File: config.mk
export PLATFORM = sky130hd
export DESIGN_NAME = march_bist_sequencer
export DESIGN_NICKNAME = d
export VERILOG_FILES = /design/src/rtl/march_bist_sequencer.sv
export SDC_FILE = /design/constraint.sdc
export NUM_CORES = 1
export LEC_CHECK = 0
export ABC_AREA = 1
export ABC_CLOCK_PERIOD_IN_PS = 2400
export BUFFER_PORTS_ARGS = -buffer_cell sky130_fd_sc_hd__buf_4
export CORE_MARGIN = 1.5
export CORE_UTILIZATION = 54
export DETAILED_ROUTE_END_ITERATION = 10
export PLACE_DENSITY_LB_ADDON = 0.25
export SETUP_SLACK_MARGIN = 0.05
export SYNTH_ARGS = -nofsm -noshare
export SYNTH_HDL_FRONTEND = slang
export SYNTH_SLANG_ARGS = --single-unit
File: constraint.sdc
create_clock -name clk -period 2.4 [get_ports clk]
set_input_delay 0.48 -clock clk [delete_from_list [all_inputs] [get_ports clk]]
set_output_delay 0.48 -clock clk [all_outputs]
set_load 0.03 [all_outputs]
File: src/rtl/march_bist_sequencer.sv
// March C- BIST sequencer for a synchronous-read RAM: drives addresses, write data and enable,
// checks read data, and reports the first failing address and element.
module march_bist_sequencer #(
    parameter int unsigned   AW = 10,
    parameter int unsigned   DW = 8,
    parameter logic [DW-1:0] BG = '0
) (
    input  logic          clk,
    input  logic          rst,
    input  logic          start,
    input  logic [DW-1:0] ram_rd_data,
    output logic [AW-1:0] ram_rd_addrs,
    output logic [AW-1:0] ram_wrt_addrs,
    output logic [DW-1:0] ram_wrt_dat,
    output logic          ram_wrt_en,
    output logic          bist_active,
    output logic          done,
    output logic          pass,
    output logic [AW-1:0] fail_addr,
    output logic [2:0]    fail_elem
);

    typedef enum logic [2:0] {StIdle, StWr, StRd, StChk, StPass, StFail} state_e;

    state_e        state_q, state_d;
    logic [AW-1:0] addr_q, addr_d;
    logic [2:0]    elem_q, elem_d;
    logic [AW-1:0] fail_addr_q, fail_addr_d;
    logic [2:0]    fail_elem_q, fail_elem_d;

    logic          down;
    logic          last_addr;
    logic [DW-1:0] exp_data;
    logic [AW-1:0] next_start;

    always_ff @(posedge clk) begin
        if (rst) begin
            state_q     <= StIdle;
            addr_q      <= '0;
            elem_q      <= '0;
            fail_addr_q <= '0;
            fail_elem_q <= '0;
        end else begin
            state_q     <= state_d;
            addr_q      <= addr_d;
            elem_q      <= elem_d;
            fail_addr_q <= fail_addr_d;
            fail_elem_q <= fail_elem_d;
        end
    end

    // Odd elements read the "0" background, even elements read "1"; writes are the opposite.
    always_comb begin
        down       = (elem_q == 3'd3) || (elem_q == 3'd4);
        last_addr  = down ? (addr_q == '0) : (&addr_q);
        exp_data   = elem_q[0] ? BG : ~BG;
        next_start = ((elem_q == 3'd2) || (elem_q == 3'd3)) ? '1 : '0;
    end

    always_comb begin
        state_d       = state_q;
        addr_d        = addr_q;
        elem_d        = elem_q;
        fail_addr_d   = fail_addr_q;
        fail_elem_d   = fail_elem_q;
        ram_rd_addrs  = '0;
        ram_wrt_addrs = '0;
        ram_wrt_dat   = '0;
        ram_wrt_en    = 1'b0;
        bist_active   = 1'b0;
        done          = 1'b0;
        pass          = 1'b0;

        unique case (state_q)
            StIdle, StPass, StFail: begin
                done = (state_q != StIdle);
                pass = (state_q == StPass);
                if (start) begin
                    state_d     = StWr;
                    addr_d      = '0;
                    elem_d      = '0;
                    fail_addr_d = '0;
                    fail_elem_d = '0;
                end
            end
            StWr: begin
                bist_active   = 1'b1;
                ram_wrt_en    = 1'b1;
                ram_wrt_addrs = addr_q;
                ram_wrt_dat   = BG;
                if (&addr_q) begin
                    elem_d  = 3'd1;
                    addr_d  = '0;
                    state_d = StRd;
                end else begin
                    addr_d = addr_q + AW'(1);
                end
            end
            StRd: begin
                bist_active  = 1'b1;
                ram_rd_addrs = addr_q;
                state_d      = StChk;
            end
            StChk: begin
                bist_active  = 1'b1;
                ram_rd_addrs = addr_q;
                if (ram_rd_data != exp_data) begin
                    fail_addr_d = addr_q;
                    fail_elem_d = elem_q;
                    state_d     = StFail;
                end else begin
                    if (elem_q != 3'd5) begin
                        ram_wrt_en    = 1'b1;
                        ram_wrt_addrs = addr_q;
                        ram_wrt_dat   = ~exp_data;
                    end
                    if (last_addr) begin
                        if (elem_q == 3'd5) begin
                            state_d = StPass;
                        end else begin
                            elem_d  = elem_q + 3'd1;
                            addr_d  = next_start;
                            state_d = StRd;
                        end
                    end else begin
                        addr_d  = down ? addr_q - AW'(1) : addr_q + AW'(1);
                        state_d = StRd;
                    end
                end
            end
            default: state_d = StIdle;
        endcase
    end

    assign fail_addr = fail_addr_q;
    assign fail_elem = fail_elem_q;

endmodule

==> impl_results.md, run 1 <==
* Outcome: completed
* Fin crit share at approximately 90%
* Cell area after synthesis at ~2400 um^2
* CP Launch Point: state_q[0]
* Area contributors post-synth: dfxtp_1 (25%), nand2_1 (22%), nor2_1 (7.2%)
* Iter 0 DRT Violations at 157
* GP Congestion at a little over 0.9
* R2R Setup Slk at around 0.34 ns
* RSZ-0062 raised after global routing: no
* Row count at 23
* TritonCTS clock tree: yes
* Final Skew at roughly 0.0063 ns
* IO buf count at 55
* TritonCTS Buffers at 5
* GRT overflow at 0
* Fmax at around 460 MHz
* Largest net degree at the start of global routing at 27
* Final Cell Area at 2860 um^2
* Setup TNS at 0 ns
* Via count at roughly 2500
* Initial antenna violation count at 0
* Critical R2R Launch: addr_q[1]
* Area post-placement at 2730 um^2
* Die Y at between 60 and 70 um
* CP required at between 1.5 and 2 ns
* Slew Viols, Final at 0
* Reg clk slew, reported paths at around 0.060 ns
* R2r endpoint: elem_q[1]
* Synthesized Nets at around 410
* Hold Fails Final Rpt at 0
* Antenna cells at 0
* Cell leakage power at 1.40 nW
* Critical path launch point type: flip-flop
* Worst Path Max Fanout at 10
* Die width at 69.0 um
* CTS sink cnt at 29
* HP Class: reg2reg
* Worst R2R Path Depth at 10
* Residual DRC at 0
* Clk Latency, worst-skew pair at roughly 0.29 ns
* Yosys top cell by area: dfxtp_1
* Pwr/cell area at slightly below 700 nW/um^2
* CTS Buffer Depth at 2
* Worst setup path class: reg2out
* Final setup viols at 0
* H-tree levels at 2
* Critical path's slowest cell: dfxtp_1
* Share of cells above drive strength 1 at between 20% and 30%
* Core ar. at ~4100 um^2
* Synthesized flop and latch total at 29
* Hold_buf cts at 0
* First-pass GRT wire length at 9600 um
* Arrival @ worst endpoint at around 1.7 ns
* CP Cell Sequence: nand2_4, nor2_4, inv_1, nand2_1, clkinv_1, nor2_1, buf_4
* Slew @ Worst Pin at around 0.41 ns
* Fin nets at 453
* I/O pins at 56
* Min Tclk post-route at ~2.2 ns
* Syn_area_per_cell at 6.04 um^2
* Starting Density at 57.6%
* Drt total wl at about 5900 um
* CP Capture Point: ram_rd_addrs[0]
* Root Driver: clkbuf_8
* Seq/Total Area, Yosys at ~25%
* Max Cap Violations at 0
* Slew headroom at 72.3%
* DRT antenna net count at 0
* Routed vias/inst at ~5.2
* CP Capture Type: primary output
* Initial DRT Pass Iterations at 4
* Die area at ~4800 um^2
* Area Overhead vs Synth at 21.4%
* Slowest stage delay, CP at around 0.43 ns
* Top-area cell type share of the netlist area at 24.7%
* DPL Wire Length at between 4000 and 5000 um
* Synth Warn # at 0
* Synth Instances at 390
* Avg WL per Cell at between 10 and 15 um
* GRT Overall Usage at 24.1%
* Vias in the first global route at approximately 2200
* Peak VDD IR at a little under 0.6 mV
* Synth cell types at 34
-- placed cells by master, fill, tap and decap left out, drive strengths merged --
cell and instances:
nand2 145, buf 60, nor2 52, inv 36
nand3 35, a21oi 30, dfxtp 29, o21ai 17
clkbuf 7, ha 6, nor3 4, nand4 4
clkinv 3, xor2 3, a31oi 2, nand3b 1
o211ai 1, xnor2 1, bufinv 1
-- synthesized netlist by cell type, drive strengths merged --
cell	number
nand3b	1
clkbuf	2
ha	6
buf	19
a21oi	30
o211ai	1
o21ai	17
dfxtp	29
xor2	3
clkinv	4
a31oi	2
nor2	52
nand4	4
nand3	35
xnor2	1
inv	35
nor3	4
nand2	145
-- where the power goes --
| part | switching [mW] | internal [mW] |
|---|---|---|
| combinational | 0.570 | 0.275 |
| clock | 0.194 | 0.338 |
| sequential | 0.0517 | 0.518 |
-- cells by family (layout without fill, tap and decap cells) --
kind of cell,after synthesis,count (layout),synth area share (%)
AND/OR/NAND/NOR,241,241,46.2
buffers and inverters,60,107,12.2
adder cells (fa/ha/maj),6,6,3.19
AO/OA/AOI/OAI,50,50,12.3
XOR/XNOR,4,4,1.49
flip-flops,29,29,24.7
-- how the worst min path moves through the flow --
stage	start	endpoint	slack (ns)	cells after the start
final	fail_addr[0]	fail_addr[0]	0.46	2
after CTS	fail_addr[7]	fail_addr[7]	0.46	2
after detailed placement	fail_addr[7]	fail_addr[7]	0.45	2
after floorplan	elem_q[1]	fail_elem[1]	0.47	2
after global placement	fail_addr[5]	fail_addr[5]	0.45	2
after global routing	fail_addr[4]	fail_addr[4]	0.48	2
-- stage by stage --
step	utilization, %	worst slack, ns	total power, mW	cells	hold slack, ns
after floorplan	-	0.0121	1.23	390	0.474
after global placement	66.8	0.223	1.38	479	0.450
after detailed placement	66.8	0.151	1.40	479	0.452
after CTS	69.7	0.0924	1.94	487	0.462
after global routing	70.0	0.0963	2.08	487	0.482
final	70.0	0.237	1.95	487	0.460
-- repair_timing --
action | 4_1_cts | 5_1_grt
gates resized for setup | 1 | 4
pin swaps | 0 | 0
endpoints found under the setup margin | 1 | 18
setup buffers | 0 | 0
-- cell type report --
cell class                 instances  area [um^2]
timing repair buffer              60          450
fill                             397         1230
clock inverter                     1         30.0
clock buffer                       7         86.3
multi-input combinational        301         1500
tap                               50         62.6
inverter                          39          149
sequential                        29          583
-- routing by layer --
metal  up-vias  track usage (%)  wire (um)
li1       1318                -          -
met1      1152             29.8       2590
met2        66             41.8       2910
met3         9             5.26        282
met4         0             6.75         69
met5         -                0          0
-- state kept, by name (all words and copies together), names as in the netlist --
name	cells
addr_q	10
fail_addr	10
state_q	3
elem_q	3
fail_elem	3
-- critical path: cells and delay by family (launching register included) --
kind,cells,cell delay [ns]
buffers and inverters,3,0.50
and+or+nand+nor,4,0.46
DFF,1,0.43
(Power assumes the default switching activity.)
==> run 2: changes to the inputs <==
--- a/config.mk
+++ b/config.mk
@@ -8,11 +8,12 @@
 export ABC_AREA = 1
 export ABC_CLOCK_PERIOD_IN_PS = 2400
 export BUFFER_PORTS_ARGS = -buffer_cell sky130_fd_sc_hd__buf_4
+export CAP_MARGIN = 15
 export CORE_MARGIN = 1.5
 export CORE_UTILIZATION = 54
 export DETAILED_ROUTE_END_ITERATION = 10
 export PLACE_DENSITY_LB_ADDON = 0.25
-export SETUP_SLACK_MARGIN = 0.05
+export SETUP_SLACK_MARGIN = 0.5
 export SYNTH_ARGS = -nofsm -noshare
 export SYNTH_HDL_FRONTEND = slang
 export SYNTH_SLANG_ARGS = --single-unit
==> impl_results.md, run 2 (synthesized netlist as in run 1, its figures left out) <==
* Vias in the first global route at ~2600
* Finished Layout Cells at between 500 and 600
* CTS sink cnt at 29
* Routed vias/inst at between 6 and 7
* Setup TNS at 0 ns
* CP required at approximately 2.6 ns
* Hold Fails Final Rpt at 0
* Root Driver: clkbuf_8
* Max Cap Violations at 0
* Core ar. at 4090 um^2
* GRT overflow at 0
* Die area at ~4800 um^2
* Peak VDD IR at 0.711 mV
* Most frequent cells in the layout: nand2_1 (116), buf_4 (49), buf_6 (34)
* Power consumption at 2.59 mW
* Slew headroom at about 74%
* Initial DRT Pass Iterations at 11
* Final Skew at 0.0213 ns
* Most common cell type on the critical path: nand2_1
* TritonCTS Buffers at 5
* Failing checks: design-rule violations
* GP Congestion at around 0.93
* Clk Latency, worst-skew pair at roughly 0.30 ns
* Drt total wl at 10800 um
* CTS Buffer Depth at 2
* Dpl ws at between 0.2 and 0.25 ns
* CP Cell Sequence: ha_1, nand2_1, nor2_4, nand3_2, nand2_1, nand2_2, a21oi_2, nand2_1, a31oi_1
* Critical path's slowest cell: dfxtp_2
* Hold_buf cts at 0
* Min Tclk post-route at approximately 2.2 ns
* Arrival @ worst endpoint at between 2 and 2.5 ns
* Worst Path Max Fanout at 7
* RSZ-0062 raised after global routing: yes
* Avg WL per Cell at around 21 um
* IO buf count at 55
* Via count at 3361
* Largest net degree at the start of global routing at 27
* Pwr/cell area at 714 nW/um^2
* Die Y at just under 70 um
* GR peak layer: met2
* Met3 GRT Util at approximately 5.6%
* Slew Viols, Final at 0
* Worst setup path class: reg2reg
* Met2 Usage GRT at a little over half
* H-tree levels at 2
* TritonCTS clock tree: yes
* Row count at 23
* DPL Wire Length at between 4000 and 5000 um
* Share of cells above drive strength 1 at roughly 45%
* DRT antenna net count at 0
* Fin crit share at slightly above 90%
* Met1 Use GR at around 39%
* Final Core Density at slightly below 90%
* Antenna cells at 0
* Commonest non-fill, non-tap cell in the layout: nand2_1
* Slowest stage delay, CP at 0.41 ns
* Starting Density at about 58%
* CP Capture Type: flip-flop
* I/O pins at 56
* Outcome: complete, but fails checks
* First-pass GRT wire length at roughly 12000 um
* Fin nets at about 480
* Slew @ Worst Pin at 0.388 ns
* Iter 0 DRT Violations at 701
* Initial antenna violation count at 0
* Fmax at 452 MHz
* Die width at 69.0 um
* Reg clk slew, reported paths at ~0.090 ns
* Final setup viols at 0
* HP Class: reg2reg
* Residual DRC at 27
* Placed cells at between 400 and 500
* Area Overhead vs Synth at 54.4%
* Critical path launch point type: flip-flop
* Cell leakage power at about 1.6 nW
* Final setup margin at ~0.19 ns
* GRT Overall Usage at 31.8%
[run 2: changes by cell type in the layout (fill, tap and decap cells not counted), sizes merged]
cell / before / now
clkinvlp: 0 / 3
clkinv: 3 / 4
nor2: 52 / 53
buf: 60 / 83
bufinv: 1 / 2
nand4: 4 / 5
clkbuf: 7 / 5
[run 2: area by class of cell]
type | count | area, um^2
Timing Repair inverter | 3 | 35.0
Fill cell | 203 | 450
Timing Repair Buffer | 83 | 751
Multi-Input combinational cell | 303 | 1870
Clock inverter | 3 | 65.1
Sequential cell | 29 | 601
Inverter | 39 | 181
Tap cell | 50 | 62.6
Clock buffer | 5 | 68.8
[run 2: stage by stage]
| stage | instance area, um^2 | hold WS [ns] |
|---|---|---|
| 2_1_floorplan | 2490 | 0.474 |
| 3_3_place_gp | 2860 | 0.451 |
| 3_5_place_dp | 2860 | 0.458 |
| 4_1_cts | 3290 | 0.471 |
| 5_1_grt | 3640 | 0.491 |
| 6_report | 3640 | 0.469 |
[run 2: where the power goes]
part | switching [mW] | internal (mW)
Combinational | 0.936 | 0.437
Sequential | 0.0722 | 0.523
Clock | 0.214 | 0.412
Total | 1.22 | 1.37
[run 2: layer usage]
layer  wire (um)  up-vias
li1            -     1382
met1        3500     1462
met4        1030        0
met5           0        -
met3        1450      141
met2        4810      376
[run 2: path summary, 6_finish.rpt]
path	from	endpoint	slack, ns	depth (start not counted)
worst max register to register	addr_q[1]	state_q[1]	0.19	9
worst min register to register	fail_elem[0]	fail_elem[0]	0.47	2
worst min-delay path	fail_elem[0]	fail_elem[0]	0.47	2
worst max-delay path	addr_q[1]	state_q[1]	0.19	9
[run 2: critical path, delay by kind of cell, from the launching register on]
family,cells,cell delay [ns]
fa+ha+maj,1,0.22
flops,1,0.41
compound gates,2,0.47
simple gates,6,1.02
[run 2: timing repair]
action                     in CTS  in global routing
pin swaps                      11                 14
gates resized for setup        52                 74
cloned                          3                  2
buffers inserted               12                 11
setup endpoints to repair      44                 57
